<file path="src/rtl/demux_escrita.sv">
`default_nettype none
// ============================================================================
//  Module   : demux_escrita
//  Purpose  : 1:N write demultiplexer. Latches a data word into one of N_OUT
//             holding slots, each with a valid flag and per-slot acknowledge.
//  Revision : 1.0  initial release
// ============================================================================
module demux_escrita #(
    parameter int DATA_W = 64,
    parameter int N_OUT  = 7,
    parameter int SEL_W  = 4
) (
    input  logic                      clk,
    input  logic                      reset_n,
    input  logic [DATA_W-1:0]         entrada,
    input  logic [SEL_W-1:0]          seletor,
    input  logic                      escreve,
    output logic                      pronto,
    output logic [N_OUT*DATA_W-1:0]   saida,
    output logic [N_OUT-1:0]          valido,
    input  logic [N_OUT-1:0]          ack,
    output logic [2:0]                ocupados,
    output logic                      erro,
    input  logic                      limpa_erro
);

    logic [DATA_W-1:0] r_dados [N_OUT];
    logic [N_OUT-1:0]  r_valido;
    logic [2:0]        r_ocupados;
    logic              r_erro;

    logic              w_sel_ok;
    logic [N_OUT-1:0]  w_livre;
    logic              w_livre_sel;
    logic              w_pronto;
    logic [N_OUT-1:0]  w_wr;
    logic [N_OUT-1:0]  w_valido_nxt;
    logic              w_ilegal;

    function automatic logic [2:0] f_conta(input logic [N_OUT-1:0] v);
        logic [2:0] s;
        s = '0;
        for (int i = 0; i < N_OUT; i++) begin
            s = s + {2'b00, v[i]};
        end
        return s;
    endfunction

    assign w_sel_ok = (seletor < SEL_W'(N_OUT));
    // A slot can take a new word if it is empty or being drained this cycle.
    assign w_livre  = ~r_valido | ack;

    // Loop-based lookup keeps illegal selector values from indexing out of range.
    always_comb begin
        w_livre_sel = 1'b0;
        for (int i = 0; i < N_OUT; i++) begin
            if (seletor == SEL_W'(i)) begin
                w_livre_sel = w_livre[i];
            end
        end
    end

    assign w_pronto = w_sel_ok && w_livre_sel;
    assign w_ilegal = escreve && !w_sel_ok;

    always_comb begin
        w_wr = '0;
        for (int i = 0; i < N_OUT; i++) begin
            w_wr[i] = escreve && w_pronto && (seletor == SEL_W'(i));
        end
    end

    // Write wins over a simultaneous ack on the same slot.
    assign w_valido_nxt = (r_valido & ~ack) | w_wr;

    generate
        for (genvar gi = 0; gi < N_OUT; gi++) begin : g_slot
            always_ff @(posedge clk or negedge reset_n) begin
                if (!reset_n) begin
                    r_dados[gi] <= '0;
                end else if (w_wr[gi]) begin
                    r_dados[gi] <= entrada;
                end
            end
            assign saida[gi*DATA_W +: DATA_W] = r_dados[gi];
        end
    endgenerate

    always_ff @(posedge clk or negedge reset_n) begin
        if (!reset_n) begin
            r_valido   <= '0;
            r_ocupados <= '0;
        end else begin
            r_valido   <= w_valido_nxt;
            r_ocupados <= f_conta(w_valido_nxt);
        end
    end

    // Set has priority over clear so an error in the clear cycle is not lost.
    always_ff @(posedge clk or negedge reset_n) begin
        if (!reset_n) begin
            r_erro <= 1'b0;
        end else if (w_ilegal) begin
            r_erro <= 1'b1;
        end else if (limpa_erro) begin
            r_erro <= 1'b0;
        end
    end

    assign pronto   = w_pronto;
    assign valido   = r_valido;
    assign ocupados = r_ocupados;
    assign erro     = r_erro;

endmodule
`default_nettype wire

</file>
<file path="config.mk">
export PLATFORM = sky130hd
export DESIGN_NAME = demux_escrita
export DESIGN_NICKNAME = d
export VERILOG_FILES = /design/src/rtl/demux_escrita.sv
export SDC_FILE = /design/constraint.sdc
export NUM_CORES = 1
export LEC_CHECK = 0
export BUFFER_PORTS_ARGS = -buffer_cell sky130_fd_sc_hd__buf_2
export CAP_MARGIN = 10
export CORE_AREA = 5 5 208 210
export DETAILED_ROUTE_END_ITERATION = 10
export DIE_AREA = 0 0 213 215
export PLACE_DENSITY_LB_ADDON = 0.3
export REMOVE_ABC_BUFFERS = 1
export SYNTH_ARGS = -nofsm -noshare
export SYNTH_HDL_FRONTEND = slang
export SYNTH_SLANG_ARGS = --single-unit
</file>
<file path="constraint.sdc">
create_clock -name clk -period 8.1 [get_ports clk]
set_clock_uncertainty 0.15 [all_clocks]
set_input_delay 1.62 -clock clk [delete_from_list [all_inputs] [get_ports clk]]
set_output_delay 1.62 -clock clk [all_outputs]
set_load 0.1 [all_outputs]
</file>
* After elaboration in Yosys (flattened, before gate mapping) *
Cells that the tools add are included.

word-level totals
  bits in registers = 459
  input port bits = 79
  output and inout port bits = 460
  word-level logic and storage cells = 50

cells by class
  $add $sub $neg = 6
  magnitude comparators = 1
  equality and inequality tests = 6
  muxes and demuxes = 9
  bitwise logic cells = 5
  reductions and logical operators = 13

operator list
  cell                                                                    number
  7-bit inverter                                                          2
  7-bit OR                                                                2
  3-bit by 1-bit adder with 3-bit output                                  4
  4-bit by 3-bit equality test with 1-bit output (second input constant)  3
  1-bit logical AND                                                       10
  1-bit 2-to-1 mux                                                        9
  4-bit by 2-bit equality test with 1-bit output (second input constant)  2
  7-bit bitwise AND                                                       1
  4-bit by 1-bit equality test with 1-bit output (second input constant)  1
  4-bit logical NOT                                                       1
  4-bit by 3-bit < comparator with 1-bit output (second input constant)   1
  2-bit by 1-bit adder with 3-bit output                                  1
  1-bit by 1-bit adder with 2-bit output                                  1
  2-bit nonzero test                                                      1
  1-bit logical NOT                                                       1

* Depth between registers and ports, before layout *
  depth in word-level cells = 19
  gate-level depth with buffers = 14

* Worst setup path before layout *
Ideal clock, no wire load.

  path type = input-to-output
  start = in seletor[1]
  end = out pronto
  arrival time = 4.895 ns
  data required time = 6.330 ns
  setup slack = 1.435 ns
  stages = 6
  cell sequence = buf_2 -> or3b_1 -> o31ai_1 -> o311a_2 -> nor2_1 -> a311oi_1

between the ends
  cells in the longest elaborated chain, start to end = 9
  elaborated cells between the ends (all ways) = 16
  classes of those cells = order compare: 1; eq/ne: 6; mux: 7; reduce/logical: 2

RTL lines
  item                           RTL line  text
  start: declaration             16        input logic [SEL_W-1:0] seletor,
  4-bit logical NOT              57        if (seletor == SEL_W'(i)) begin
  1-bit 2-to-1 mux (7 in a row)  57
  1-bit logical AND *            63        assign w_pronto = w_sel_ok && w_livre_sel;
  end: declaration               18        output logic pronto,

Mark *: on every way between the ends. The rest lies on a longest branch, timed or not.

* Final worst setup path *
Ends and elaborated chain as after synthesis.

==> summary.md <==
| Metric | Value |
|---|---|
| Worst r2r src | valido[0] |
| Skew-Pair Late Insertion Delay | 550 ps |
| Final worst path period need | 5488 ps |
| Die area | 0.04580 mm2 |
| Slew Viols, Final | 0 |
| P&R area growth vs syn | 26.92% |
| Post-Syn Area | 0.01754 mm2 |
| Gpl congestion | 0.8243 |
| Nets | 1,649 |
| Achievable clock frequency | 182.2 MHz |
| PnR worst setup slack | 2612 ps |
| Post-CTS setup buffer count | 0 |
| Horiz. Die Dim | 213 um |
| Post-synthesis sequential area ratio | 65.48% |
| All-Layer GR Usage | 20.55% |
| Reg clk slew, reported paths | 60 ps |
| CTS Hold Bufs | 0 |
| Clk buf depth | 3 |
| PD cells | 431.6 mW/mm2 |
| Status | finished clean |
| Worst reg2reg path depth | 12 |
| Crit path arrival time | 3720 ps |
| Area of the multi-input gates | 0.005644 mm2 |
| Sw Pwr | 0.004919 W |
| Clock power frac | 22.9% |
| Non-Filler Instances | 2,139 |
| Logic pwr share | 46.3% |
| Crit path from | seletor[1] |
| Reg area | 0.01149 mm2 |
| Largest fanout on the critical path | 9 |
| Sw Share | 51.19% |
| Post-Place Cells | 2,055 |
| Top cells by instance count after synthesis | dfrtp_1 (459), mux2_2 (239), mux2_1 (171) |
| # DRC | 0 |
| Ys Warns | 0 |
| Synth top area share | 65.48% |
| Iteration-0 DRC Markers | 548 |
| Total power | 0.009609 W |
| Synth cell types | 33 |
| Total grt overflow | 0 |
| Site row count | 75 |
| CTS tree | done |
| Initial core utilization | 42.39% |
| Critical path required time | 6330 ps |
| Setup CP Type | input pin to primary output |
| IR drop worst, VDD | 350.5 uV |
| Die Y | 215 um |
| First-pass GRT wire length | 73.36 mm |
| Post-Synthesis Cells | 1,016 |
| Number of global-route vias before repair | 11,720 |
| Antenna Nets Post-Route | 0 |
| Mean post-synth cell area | 17.27 um2 |
| Clk root buf | clkbuf_16 |
| Number of buffers created by CTS | 48 |
| RR Endpoint | ocupados[1] |
| CTS sink cnt | 459 |
| Number of synthesized flops with an enable pin | 0 |
| Fin crit share | 67.75% |
| Cell taking the most area after synthesis | dfrtp_1 |
| Max-slew headroom | 27.15% |
| Post-CTS resize count | 0 |
| Drt wl/cell | 22.30 um |
| Flop pwr share | 30.8% |
| Final setup violation count | 0 |
| RSZ-0062 raised after global routing | no |
| Most frequent cell after synthesis | dfrtp_1 |
| Pre-CTS setup slack | 2102 ps |
| Layout cells sized above 1 | 56.97% |
| Async set-reset flop share out of synthesis | 100.0% |
| Final hold vios | 0 |
| Core area | 0.04138 mm2 |
| Filler Cell Count | 3,426 |
| CP endpoint kind | primary output |
| Leak | 12.14 nW |
| H-tree Lvls | 2 |
| IO Port Bufs | 538 |
| Worst Setup EP | pronto |
| Antenna violations before repair | 0 |
| Initial DRT Pass Iterations | 4 |
| Post-synthesis register bit count | 459 |
| Ports | 539 |
| Drt via density | 5.040 |
| Critical path startpoint category | input pin |
| Maxcap violations | 0 |
| Internal power | 0.004690 W |
| Actual slew at the worst max-slew pin | 1093 ps |
| Via Count | 10,780 |
| Largest net degree at the start of global routing | 147 |
| Ranking of synthesized cells by area | dfrtp_1 (65%), mux2_2 (15%), mux2_1 (11%) |
| Top_reg_cell synth | dfrtp_1 |
| Hold Path Class | register to register |
| Dpl hpwl | 32.48 mm |
| WHS | 327.4 ps |
| Final wirelength | 47.69 mm |
| R2R Setup Slk | 3500 ps |
==> logic make-up (layout without fill, tap and decap cells) <==
family / count (synthesis) / count (layout) / synth area share (%)
flip-flops: 459 / 459 / 65.48
AND/OR/NAND/NOR: 27 / 27 / 0.8843
adder cells (fa/ha/maj): 4 / 4 / 0.4565
buffers and inverters: 61 / 644 / 2.703
AO/OA/AOI/OAI: 17 / 17 / 0.9058
other: 0 / 1 / 0
multiplexers: 448 / 448 / 29.57
==> how the worst min path moves through the flow <==
stage / from / end / slack (ps) / cells after the start
6_report: saida[126] / saida[126] / 330 / 1
2_1_floorplan: erro / erro / 810 / 2
3_3_place_gp: saida[93] / saida[93] / 310 / 1
3_5_place_dp: saida[126] / saida[126] / 320 / 1
5_1_grt: saida[185] / saida[185] / 340 / 1
4_1_cts: saida[126] / saida[126] / 330 / 1
==> critical path, stage by stage <==
cell      delay (ps)
buf_2            180
nor2b_1          310
a21oi_1          130
o32ai_4          560
nor2_1           150
a311oi_1         290
buf_2            480
==> routing by layer <==
| metal | vias up | global-route usage, % | share of wire, % |
|---|---|---|---|
| met4 | 0 | 5.825 | 2.4 |
| met5 | - | 0 | 0 |
| li1 | 4701 | - | - |
| met1 | 5667 | 26.12 | 40 |
| met2 | 342 | 34.45 | 50 |
| met3 | 70 | 5.906 | 7.9 |
==> through the flow <==
step | area, um2 | setup TNS, ps | utilization (%)
2_1_floorplan | 17110 | -383.9 | -
3_3_place_gp | 20670 | 0 | 49.94
3_5_place_dp | 20670 | 0 | 49.94
4_1_cts | 22260 | 0 | 53.79
5_1_grt | 22260 | 0 | 53.79
6_report | 22260 | 0 | 53.80
==> final cells by class <==
class                   instances  area share, %
diodes                          1        0.01124
clock buffers                  69          6.339
clock inverters                14         0.8205
inverters                      10         0.1686
multi-input cells             496          25.35
flip-flops and latches        459          51.59
well taps                     539          3.029
repair buffers                551          12.69
==> registers in the layout (all words and copies together), names as in the netlist <==
register,cells
erro,1
valido,7
ocupados,3
saida,448
==> power groups by stage <==
stage               clock (W)  combinational (W)  sequential, W
floorplan                   0           0.000398        0.00626
global placement            0            0.00445        0.00297
detailed placement          0            0.00447        0.00299
CTS                   0.00226            0.00448        0.00296
global route          0.00236            0.00455        0.00301
finish                0.00220            0.00445        0.00296
==> cell usage in the layout (no fill, tap or decap), types with 4 or more instances in the layout <==
| cell | n |
|---|---|
| mux2_1 | 171 |
| clkbuf_1 | 9 |
| fa_1 | 4 |
| nor2b_1 | 4 |
| dfrtp_1 | 459 |
| bufinv_16 | 4 |
| nand2b_1 | 5 |
| clkinv_2 | 6 |
| buf_4 | 11 |
| nor2_1 | 4 |
| mux2_2 | 239 |
| clkbuf_16 | 49 |
| buf_2 | 537 |
| clkbuf_8 | 11 |
| mux2_4 | 38 |
| inv_1 | 10 |
(Power assumes the default switching activity.)
